`src/rtl/ctrl_ramdrv_wrbuf_pkg.sv`:
```
// Shared constants for the ring-buffer write controller: FSM state encodings
// and the length of the read-driver init pulse.
package ctrl_ramdrv_wrbuf_pkg;

    localparam logic [2:0] ST_UNCFG   = 3'd0;
    localparam logic [2:0] ST_ACCEPT  = 3'd1;
    localparam logic [2:0] ST_WRITE   = 3'd2;
    localparam logic [2:0] ST_PUBLISH = 3'd3;
    localparam logic [2:0] ST_BUSY    = 3'd4;
    localparam logic [2:0] ST_PREFILL = 3'd5;

    // Read driver latches the head on the first init cycle, its start address on the second.
    localparam int PUB_LEN = 2;

endpackage

```
`src/rtl/ctrl_ramdrv_wrbuf_if.sv`:
```
// Sample stream and RAM write bus of the ring-buffer write controller.
interface ctrl_ramdrv_wrbuf_if #(
    parameter int ADDR_WIDTH = 12,
    parameter int DATA_WIDTH = 16
);
    logic                  s_valid;
    logic [DATA_WIDTH-1:0] s_data;
    logic                  s_ready;
    logic                  ram_we;
    logic [ADDR_WIDTH-1:0] ram_waddr;
    logic [DATA_WIDTH-1:0] ram_wdata;

    modport master (
        output s_valid, s_data,
        input  s_ready, ram_we, ram_waddr, ram_wdata
    );

    modport slave (
        input  s_valid, s_data,
        output s_ready, ram_we, ram_waddr, ram_wdata
    );
endinterface

```
`src/rtl/ctrl_ramdrv_wrbuf_ptr.sv`:
```
// Wrapping buffer offset: load a value, or advance by one and wrap to 0 after len.
module ctrl_wrbuf_ptr #(
    parameter int OFST_WIDTH = 10
) (
    input  logic                  clk,
    input  logic                  rst_n,
    input  logic                  load_i,
    input  logic [OFST_WIDTH-1:0] load_val_i,
    input  logic                  inc_i,
    input  logic [OFST_WIDTH-1:0] len_i,
    output logic [OFST_WIDTH-1:0] ofs_o
);
    logic [OFST_WIDTH-1:0] ofs_q, ofs_d;

    always_comb begin
        ofs_d = ofs_q;
        if (load_i) begin
            ofs_d = load_val_i;
        end else if (inc_i) begin
            ofs_d = (ofs_q == len_i) ? '0 : ofs_q + OFST_WIDTH'(1);
        end
    end

    always_ff @(posedge clk or negedge rst_n) begin
        if (!rst_n) begin
            ofs_q <= '0;
        end else begin
            ofs_q <= ofs_d;
        end
    end

    assign ofs_o = ofs_q;
endmodule

```
`src/rtl/ctrl_ramdrv_wrbuf.sv`:
```
// Write-side controller for the filter sample ring buffer.
// Define CTRL_WRBUF_PREFILL_EN to zero-fill the buffer after every valid load.
module ctrl_ramdrv_wrbuf
    import ctrl_ramdrv_wrbuf_pkg::*;
#(
    parameter int ADDR_WIDTH = 12,
    parameter int OFST_WIDTH = 10,
    parameter int DATA_WIDTH = 16,
    parameter int STEP_WIDTH = 4
) (
    input  logic                  clk,
    input  logic                  rst_n,
    input  logic                  cfg_load_i,
    input  logic [ADDR_WIDTH-1:0] cfg_uptr_i,
    input  logic [ADDR_WIDTH-1:0] cfg_lptr_i,
    input  logic [STEP_WIDTH-1:0] cfg_step_i,
    output logic                  cfg_err_o,
    ctrl_ramdrv_wrbuf_if.slave    bus,
    output logic [ADDR_WIDTH-1:0] data_uptr_o,
    output logic [ADDR_WIDTH-1:0] data_lptr_o,
    output logic [OFST_WIDTH-1:0] head_offset_o,
    output logic                  rd_init_o,
    input  logic                  rd_done_i
);
    localparam logic [ADDR_WIDTH-1:0] LEN_MAX = ADDR_WIDTH'((1 << OFST_WIDTH) - 1);

    function automatic logic [ADDR_WIDTH-1:0] word_ext(input logic [OFST_WIDTH-1:0] ofs);
        return ADDR_WIDTH'(ofs);
    endfunction

    logic [2:0]            state_q, state_d;
    logic [ADDR_WIDTH-1:0] uptr_q, uptr_d, lptr_q, lptr_d;
    logic [OFST_WIDTH-1:0] len_q, len_d;
    logic [STEP_WIDTH-1:0] step_q, step_d, cnt_q, cnt_d;
    logic [1:0]            pub_q, pub_d;
    logic                  cfg_err_q, cfg_err_d;
    logic [DATA_WIDTH-1:0] sample_q;
    logic [ADDR_WIDTH-1:0] len_w;
    logic                  cfg_bad, load_ok, xfer;
    logic [STEP_WIDTH-1:0] step_eff, cnt_inc;
    logic [OFST_WIDTH-1:0] head;

    assign len_w    = cfg_lptr_i - cfg_uptr_i;
    assign cfg_bad  = (cfg_lptr_i < cfg_uptr_i) || (len_w > LEN_MAX);
    assign load_ok  = cfg_load_i && !cfg_bad;
    assign xfer     = bus.s_valid && bus.s_ready;
    assign step_eff = (step_q == '0) ? STEP_WIDTH'(1) : step_q;
    assign cnt_inc  = cnt_q + STEP_WIDTH'(1);

    // Loading len as the head makes the first write land on offset 0.
    ctrl_wrbuf_ptr #(.OFST_WIDTH(OFST_WIDTH)) u_head (
        .clk        (clk),
        .rst_n      (rst_n),
        .load_i     (load_ok),
        .load_val_i (len_w[OFST_WIDTH-1:0]),
        .inc_i      (xfer),
        .len_i      (len_q),
        .ofs_o      (head)
    );

`ifdef CTRL_WRBUF_PREFILL_EN
    logic [OFST_WIDTH-1:0] pf_ofs;

    ctrl_wrbuf_ptr #(.OFST_WIDTH(OFST_WIDTH)) u_fill (
        .clk        (clk),
        .rst_n      (rst_n),
        .load_i     (load_ok),
        .load_val_i ({OFST_WIDTH{1'b0}}),
        .inc_i      (state_q == ST_PREFILL),
        .len_i      (len_q),
        .ofs_o      (pf_ofs)
    );
`endif

    always_comb begin
        bus.s_ready   = (state_q == ST_ACCEPT) && !cfg_load_i;
        bus.ram_we    = 1'b0;
        bus.ram_waddr = '0;
        bus.ram_wdata = '0;
        if (state_q == ST_WRITE) begin
            bus.ram_we    = 1'b1;
            bus.ram_waddr = uptr_q + word_ext(head);
            bus.ram_wdata = sample_q;
        end
`ifdef CTRL_WRBUF_PREFILL_EN
        else if (state_q == ST_PREFILL) begin
            bus.ram_we    = 1'b1;
            bus.ram_waddr = uptr_q + word_ext(pf_ofs);
        end
`endif
    end

    always_comb begin
        state_d   = state_q;
        uptr_d    = uptr_q;
        lptr_d    = lptr_q;
        len_d     = len_q;
        step_d    = step_q;
        cnt_d     = cnt_q;
        pub_d     = pub_q;
        cfg_err_d = cfg_err_q;
        if (cfg_load_i) begin
            len_d     = len_w[OFST_WIDTH-1:0];
            cfg_err_d = cfg_bad;
            pub_d     = '0;
            if (cfg_bad) begin
                state_d = ST_UNCFG;
            end else begin
                uptr_d = cfg_uptr_i;
                lptr_d = cfg_lptr_i;
                step_d = cfg_step_i;
                cnt_d  = '0;
`ifdef CTRL_WRBUF_PREFILL_EN
                state_d = ST_PREFILL;
`else
                state_d = ST_ACCEPT;
`endif
            end
        end else begin
            case (state_q)
                ST_ACCEPT: if (xfer) state_d = ST_WRITE;
                ST_WRITE: begin
                    if (cnt_inc == step_eff) begin
                        cnt_d   = '0;
                        state_d = ST_PUBLISH;
                    end else begin
                        cnt_d   = cnt_inc;
                        state_d = ST_ACCEPT;
                    end
                end
                ST_PUBLISH: begin
                    pub_d = pub_q + 2'd1;
                    if (pub_q == 2'(PUB_LEN - 1)) begin
                        pub_d   = '0;
                        state_d = ST_BUSY;
                    end
                end
                ST_BUSY: if (rd_done_i) state_d = ST_ACCEPT;
`ifdef CTRL_WRBUF_PREFILL_EN
                ST_PREFILL: if (pf_ofs == len_q) state_d = ST_ACCEPT;
`endif
                default: ;
            endcase
        end
    end

    always_ff @(posedge clk or negedge rst_n) begin
        if (!rst_n) begin
            state_q   <= ST_UNCFG;
            uptr_q    <= '0;
            lptr_q    <= '0;
            len_q     <= '0;
            step_q    <= '0;
            cnt_q     <= '0;
            pub_q     <= '0;
            cfg_err_q <= 1'b0;
        end else begin
            state_q   <= state_d;
            uptr_q    <= uptr_d;
            lptr_q    <= lptr_d;
            len_q     <= len_d;
            step_q    <= step_d;
            cnt_q     <= cnt_d;
            pub_q     <= pub_d;
            cfg_err_q <= cfg_err_d;
        end
    end

    // Sample data is gated at the RAM port, so it needs no reset.
    always_ff @(posedge clk) begin
        if (xfer) sample_q <= bus.s_data;
    end

    assign cfg_err_o     = cfg_err_q;
    assign data_uptr_o   = uptr_q;
    assign data_lptr_o   = lptr_q;
    assign head_offset_o = head;
    assign rd_init_o     = (state_q == ST_PUBLISH);
endmodule

```
`src/flat_wrapper.sv`:
```
// flat-port wrapper written by rule: the top's interface ports become plain ports
module ctrl_ramdrv_wrbuf_flat import ctrl_ramdrv_wrbuf_pkg::*;
#(
    parameter int ADDR_WIDTH = 12,
    parameter int OFST_WIDTH = 10,
    parameter int DATA_WIDTH = 16,
    parameter int STEP_WIDTH = 4
)
  (clk, rst_n, cfg_load_i, cfg_uptr_i, cfg_lptr_i, cfg_step_i, cfg_err_o, data_uptr_o, data_lptr_o, head_offset_o, rd_init_o, rd_done_i, bus_s_valid, bus_s_data, bus_s_ready, bus_ram_we, bus_ram_waddr, bus_ram_wdata);
  ctrl_ramdrv_wrbuf_if #(.ADDR_WIDTH(ADDR_WIDTH), .DATA_WIDTH(DATA_WIDTH)) bus_i ();
  input  logic clk;
  input  logic rst_n;
  input  logic cfg_load_i;
  input  logic [ADDR_WIDTH-1:0] cfg_uptr_i;
  input  logic [ADDR_WIDTH-1:0] cfg_lptr_i;
  input  logic [STEP_WIDTH-1:0] cfg_step_i;
  output logic cfg_err_o;
  output logic [ADDR_WIDTH-1:0] data_uptr_o;
  output logic [ADDR_WIDTH-1:0] data_lptr_o;
  output logic [OFST_WIDTH-1:0] head_offset_o;
  output logic rd_init_o;
  input  logic rd_done_i;
  input wire logic [$bits(bus_i.s_valid)-1:0] bus_s_valid;
  input wire logic [$bits(bus_i.s_data)-1:0] bus_s_data;
  output wire logic [$bits(bus_i.s_ready)-1:0] bus_s_ready;
  output wire logic [$bits(bus_i.ram_we)-1:0] bus_ram_we;
  output wire logic [$bits(bus_i.ram_waddr)-1:0] bus_ram_waddr;
  output wire logic [$bits(bus_i.ram_wdata)-1:0] bus_ram_wdata;
  assign bus_i.s_valid = bus_s_valid;
  assign bus_i.s_data = bus_s_data;
  assign bus_s_ready = bus_i.s_ready;
  assign bus_ram_we = bus_i.ram_we;
  assign bus_ram_waddr = bus_i.ram_waddr;
  assign bus_ram_wdata = bus_i.ram_wdata;
  ctrl_ramdrv_wrbuf #(.ADDR_WIDTH(ADDR_WIDTH), .OFST_WIDTH(OFST_WIDTH), .DATA_WIDTH(DATA_WIDTH), .STEP_WIDTH(STEP_WIDTH)) u_core (.clk(clk), .rst_n(rst_n), .cfg_load_i(cfg_load_i), .cfg_uptr_i(cfg_uptr_i), .cfg_lptr_i(cfg_lptr_i), .cfg_step_i(cfg_step_i), .cfg_err_o(cfg_err_o), .bus(bus_i), .data_uptr_o(data_uptr_o), .data_lptr_o(data_lptr_o), .head_offset_o(head_offset_o), .rd_init_o(rd_init_o), .rd_done_i(rd_done_i));
endmodule
```
`config.mk`:
```
export PLATFORM = sky130hd
export DESIGN_NAME = ctrl_ramdrv_wrbuf_flat
export DESIGN_NICKNAME = d
export VERILOG_FILES = /design/src/rtl/ctrl_ramdrv_wrbuf_pkg.sv /design/src/rtl/ctrl_ramdrv_wrbuf_if.sv /design/src/rtl/ctrl_ramdrv_wrbuf_ptr.sv /design/src/rtl/ctrl_ramdrv_wrbuf.sv /design/src/flat_wrapper.sv
export SDC_FILE = /design/constraint.sdc
export NUM_CORES = 1
export LEC_CHECK = 0
export CAP_MARGIN = 10
export CORE_UTILIZATION = 40
export CTS_BUF_LIST = sky130_fd_sc_hd__clkbuf_4 sky130_fd_sc_hd__clkbuf_8
export CTS_CLUSTER_DIAMETER = 120
export DETAILED_ROUTE_END_ITERATION = 7
export PLACE_DENSITY = 0.68
export SLEW_MARGIN = 10
export SYNTH_ARGS = -nofsm -noshare
export SYNTH_HDL_FRONTEND = slang
export SYNTH_SLANG_ARGS = --single-unit
export TNS_END_PERCENT = 30
```
`constraint.sdc`:
```
create_clock -name clk -period 5.8 [get_ports clk]
set_clock_uncertainty 0.05 [all_clocks]
set_input_delay 0.87 -clock clk [delete_from_list [all_inputs] [get_ports clk]]
set_output_delay 0.87 -clock clk [all_outputs]
set_load 0.005 [all_outputs]
```
==> qor.yml <==
first_iter_violations: 144
yosys_warnings: 0
reg2reg_depth: 6
initial_core_util: 0.416
dr.pass1.iters: 4
p_per_area_nw_per_um2: 471
grt_max_degree: 59
synth_top_area_cell: "dfrtp_1"
min_period_over_period: 0.710
worstPathArrival_ps: 3200
area_growth_pct: 33.7
wl_per_cell_um: 15.7
reg2reg_from: "u_core.state_q[2]"
drive_gt1_frac: 0.0911
worst_slew_pin_slew_ps: 743
hold_path_class: "flip-flop to flip-flop"
use_met2: 0.321
setup_tns_ps: 0
grt.total_usage: 0.198
p_leak_nw: 2.41
finalMaxSlewViolations: 0
io_pins: 115
first_global_vias: 3552
seq_area_um2: 1930
nets: 619
post_cts_buffers: 0
synthCells: 426
whs_ps: 440
grt-ovfl-total: 0
syn_nets: 501
syn_area_um2: 4340
hpwl_mm: 8.10
endpoint: "bus_ram_waddr[10]"
setup_viol: 0
hp-start: "u_core.data_lptr_o[0]"
wirelength_mm: 10.7
busiest_layer: "met2"
cts_tree: "built"
diodes: 0
synth_top_area_frac: 0.335
ir_drop_uv: 243
ys_seq_area_frac: 0.445
synth.avg_cell_area_um2: 10.2
cap_violations: 0
ctsResizeCount: 0
core_um2: 10400
instances_no_fill: 685
rows: 37
cts-hold-fix-buffers: 0
drc: 0
met3_usage: 0.0258
grt_pass1_wl_mm: 17.5
ys_ff_latch: 74
synthFlopType: "dfrtp_1"
outcome: "finished clean"
clock-sinks: 74
layout_commonest_cell: "clkdlybuf4s50_1"
slew_headroom: 0.505
clk_path_buf_depth: 2
final.min_clock_period_ps: 4120
die_area_um2: 11300
insertion_delay_ps: 370
h-tree-depth: 3
required_ps: 4880
crit_path_start: "u_core.u_head.ofs_o[0]"
final_hold_viol_count: 0
critPathCaptureType: "primary output"
viasPerCell: 5.26
critPathKind: "flip-flop to primary output"
die_w_um: 106
r2r_end: "u_core.cnt_q[3]"
path_max_fanout: 7
fmax_mhz: 243
cts_buffers: 9
place_congestion: 0.810
ff2ff_setup_slack_ps: 3260
dpl.cell_count: 669
clkTransAtPathRegs_ps: 90
netlist-cell-type-count: 53
ys_async_sr_fraction: 0.784
yosys-top-cells-area: "dfrtp_1 33%, edfxtp_1 11%, ha_1 6.9%, xnor2_1 4.4%, o21ai_0 4.2%"
startpoint_type: "flip-flop"
clock-root-buffer: "clkbuf_8"
gr-usage-met1: 0.263
vias: 3606
synth-edff-count: 16
multi_input_area_um2: 2230
detail-route-antenna-nets: 0
final_cell_mix: "113 x clkdlybuf4s50_1, 58 x dfrtp_1, 36 x o21ai_0"
nFillCells: 967
grt_antenna_before_repair: 0
rsz0062_at_grt: "false"
die_h_um: 106
port_buffers: 114
[worst min-delay path by stage]
| stage | to | slack (ps) | cells after the start |
|---|---|---|---|
| 2_1_floorplan | u_core.pub_q[1] | 410 | 1 |
| 3_3_place_gp | u_core.data_lptr_o[1] | 420 | 2 |
| 3_5_place_dp | u_core.data_lptr_o[0] | 430 | 2 |
| 4_1_cts | u_core.data_lptr_o[1] | 450 | 2 |
| 5_1_grt | u_core.data_lptr_o[1] | 480 | 2 |
| 6_report | u_core.data_lptr_o[0] | 440 | 2 |
[metal layers]
| metal | vias up | share of wire |
|---|---|---|
| li1 | 1755 | - |
| met4 | 0 | 0.022 |
| met5 | - | 0 |
| met1 | 1743 | 0.45 |
| met3 | 16 | 0.052 |
| met2 | 92 | 0.48 |
[cell families after synthesis]
family,Yosys count,synth area share
and+or+nand+nor,116,0.135
AOI/OAI and AO/OA,117,0.172
buffers and inverters,39,0.0412
muxes,22,0.0632
DFF,74,0.445
xor gates and xnor gates,32,0.0646
adders and majority gates,26,0.0785
[layout make-up]
type | instances | area share
sequential | 74 | 0.333
clock inverter | 7 | 0.0119
timing repair buffer | 120 | 0.204
inverter | 26 | 0.0168
multi-input combinational | 313 | 0.384
clock buffer | 9 | 0.0214
tap | 136 | 0.0293
[metrics by stage]
step	worst slack, ps	instance area, µm²	util	power (mW)
3_3_place_gp	1500	5610	0.538	2.30
6_report	1680	5800	0.557	2.73
3_5_place_dp	1390	5610	0.538	2.35
5_1_grt	1430	5800	0.557	2.95
2_1_floorplan	2580	4340	-	1.69
4_1_cts	1670	5800	0.557	2.75
[registers in the layout (all words and copies together) (netlist names)]
signal               cells
u_core.cfg_err_o         1
u_core.cnt_q             4
u_core.data_lptr_o      12
u_core.data_uptr_o      12
u_core.len_q            10
u_core.pub_q             2
u_core.sample_q         16
u_core.state_q           3
u_core.step_q            4
u_core.u_head.ofs_o     10
[power breakdown]
part | internal [mW] | switching [mW]
clock | 0.198 | 0.206
sequential | 0.706 | 0.192
combinational | 0.816 | 0.616
total | 1.72 | 1.01
[worst max-delay path: stages, from the launching register on]
cell	delay, ps
dfrtp_1	490
ha_1	240
inv_1	60
fa_1	380
nor2b_1	160
o21ai_0	130
a21bo_2	230
a21oi_1	230
a31oi_1	150
xor2_1	160
nor2_1	90
clkdlybuf4s50_1	520
[synth_stat cells, drive strengths merged (2+ instances only)]
library cell and n:
inv 26, a31oi 4, o31ai 2, a21o 5
clkbuf 9, nor2 25, dfrtp 58, buf 4
o221ai 2, nand3 8, nand4 4, o21bai 2
mux2 22, fa 2, or3 3, a211o 2
xnor2 22, ha 24, o31a 4, nor4 2
nor2b 6, o211a 3, nand2 30, o21ai 37
nor3 6, nor3b 2, o21a 8, o211ai 2
nand2b 4, xor2 10, and2 18, a211oi 7
or4 2, edfxtp 16, and3 3, a21oi 30
o22ai 2
(Power assumes the default switching activity.)
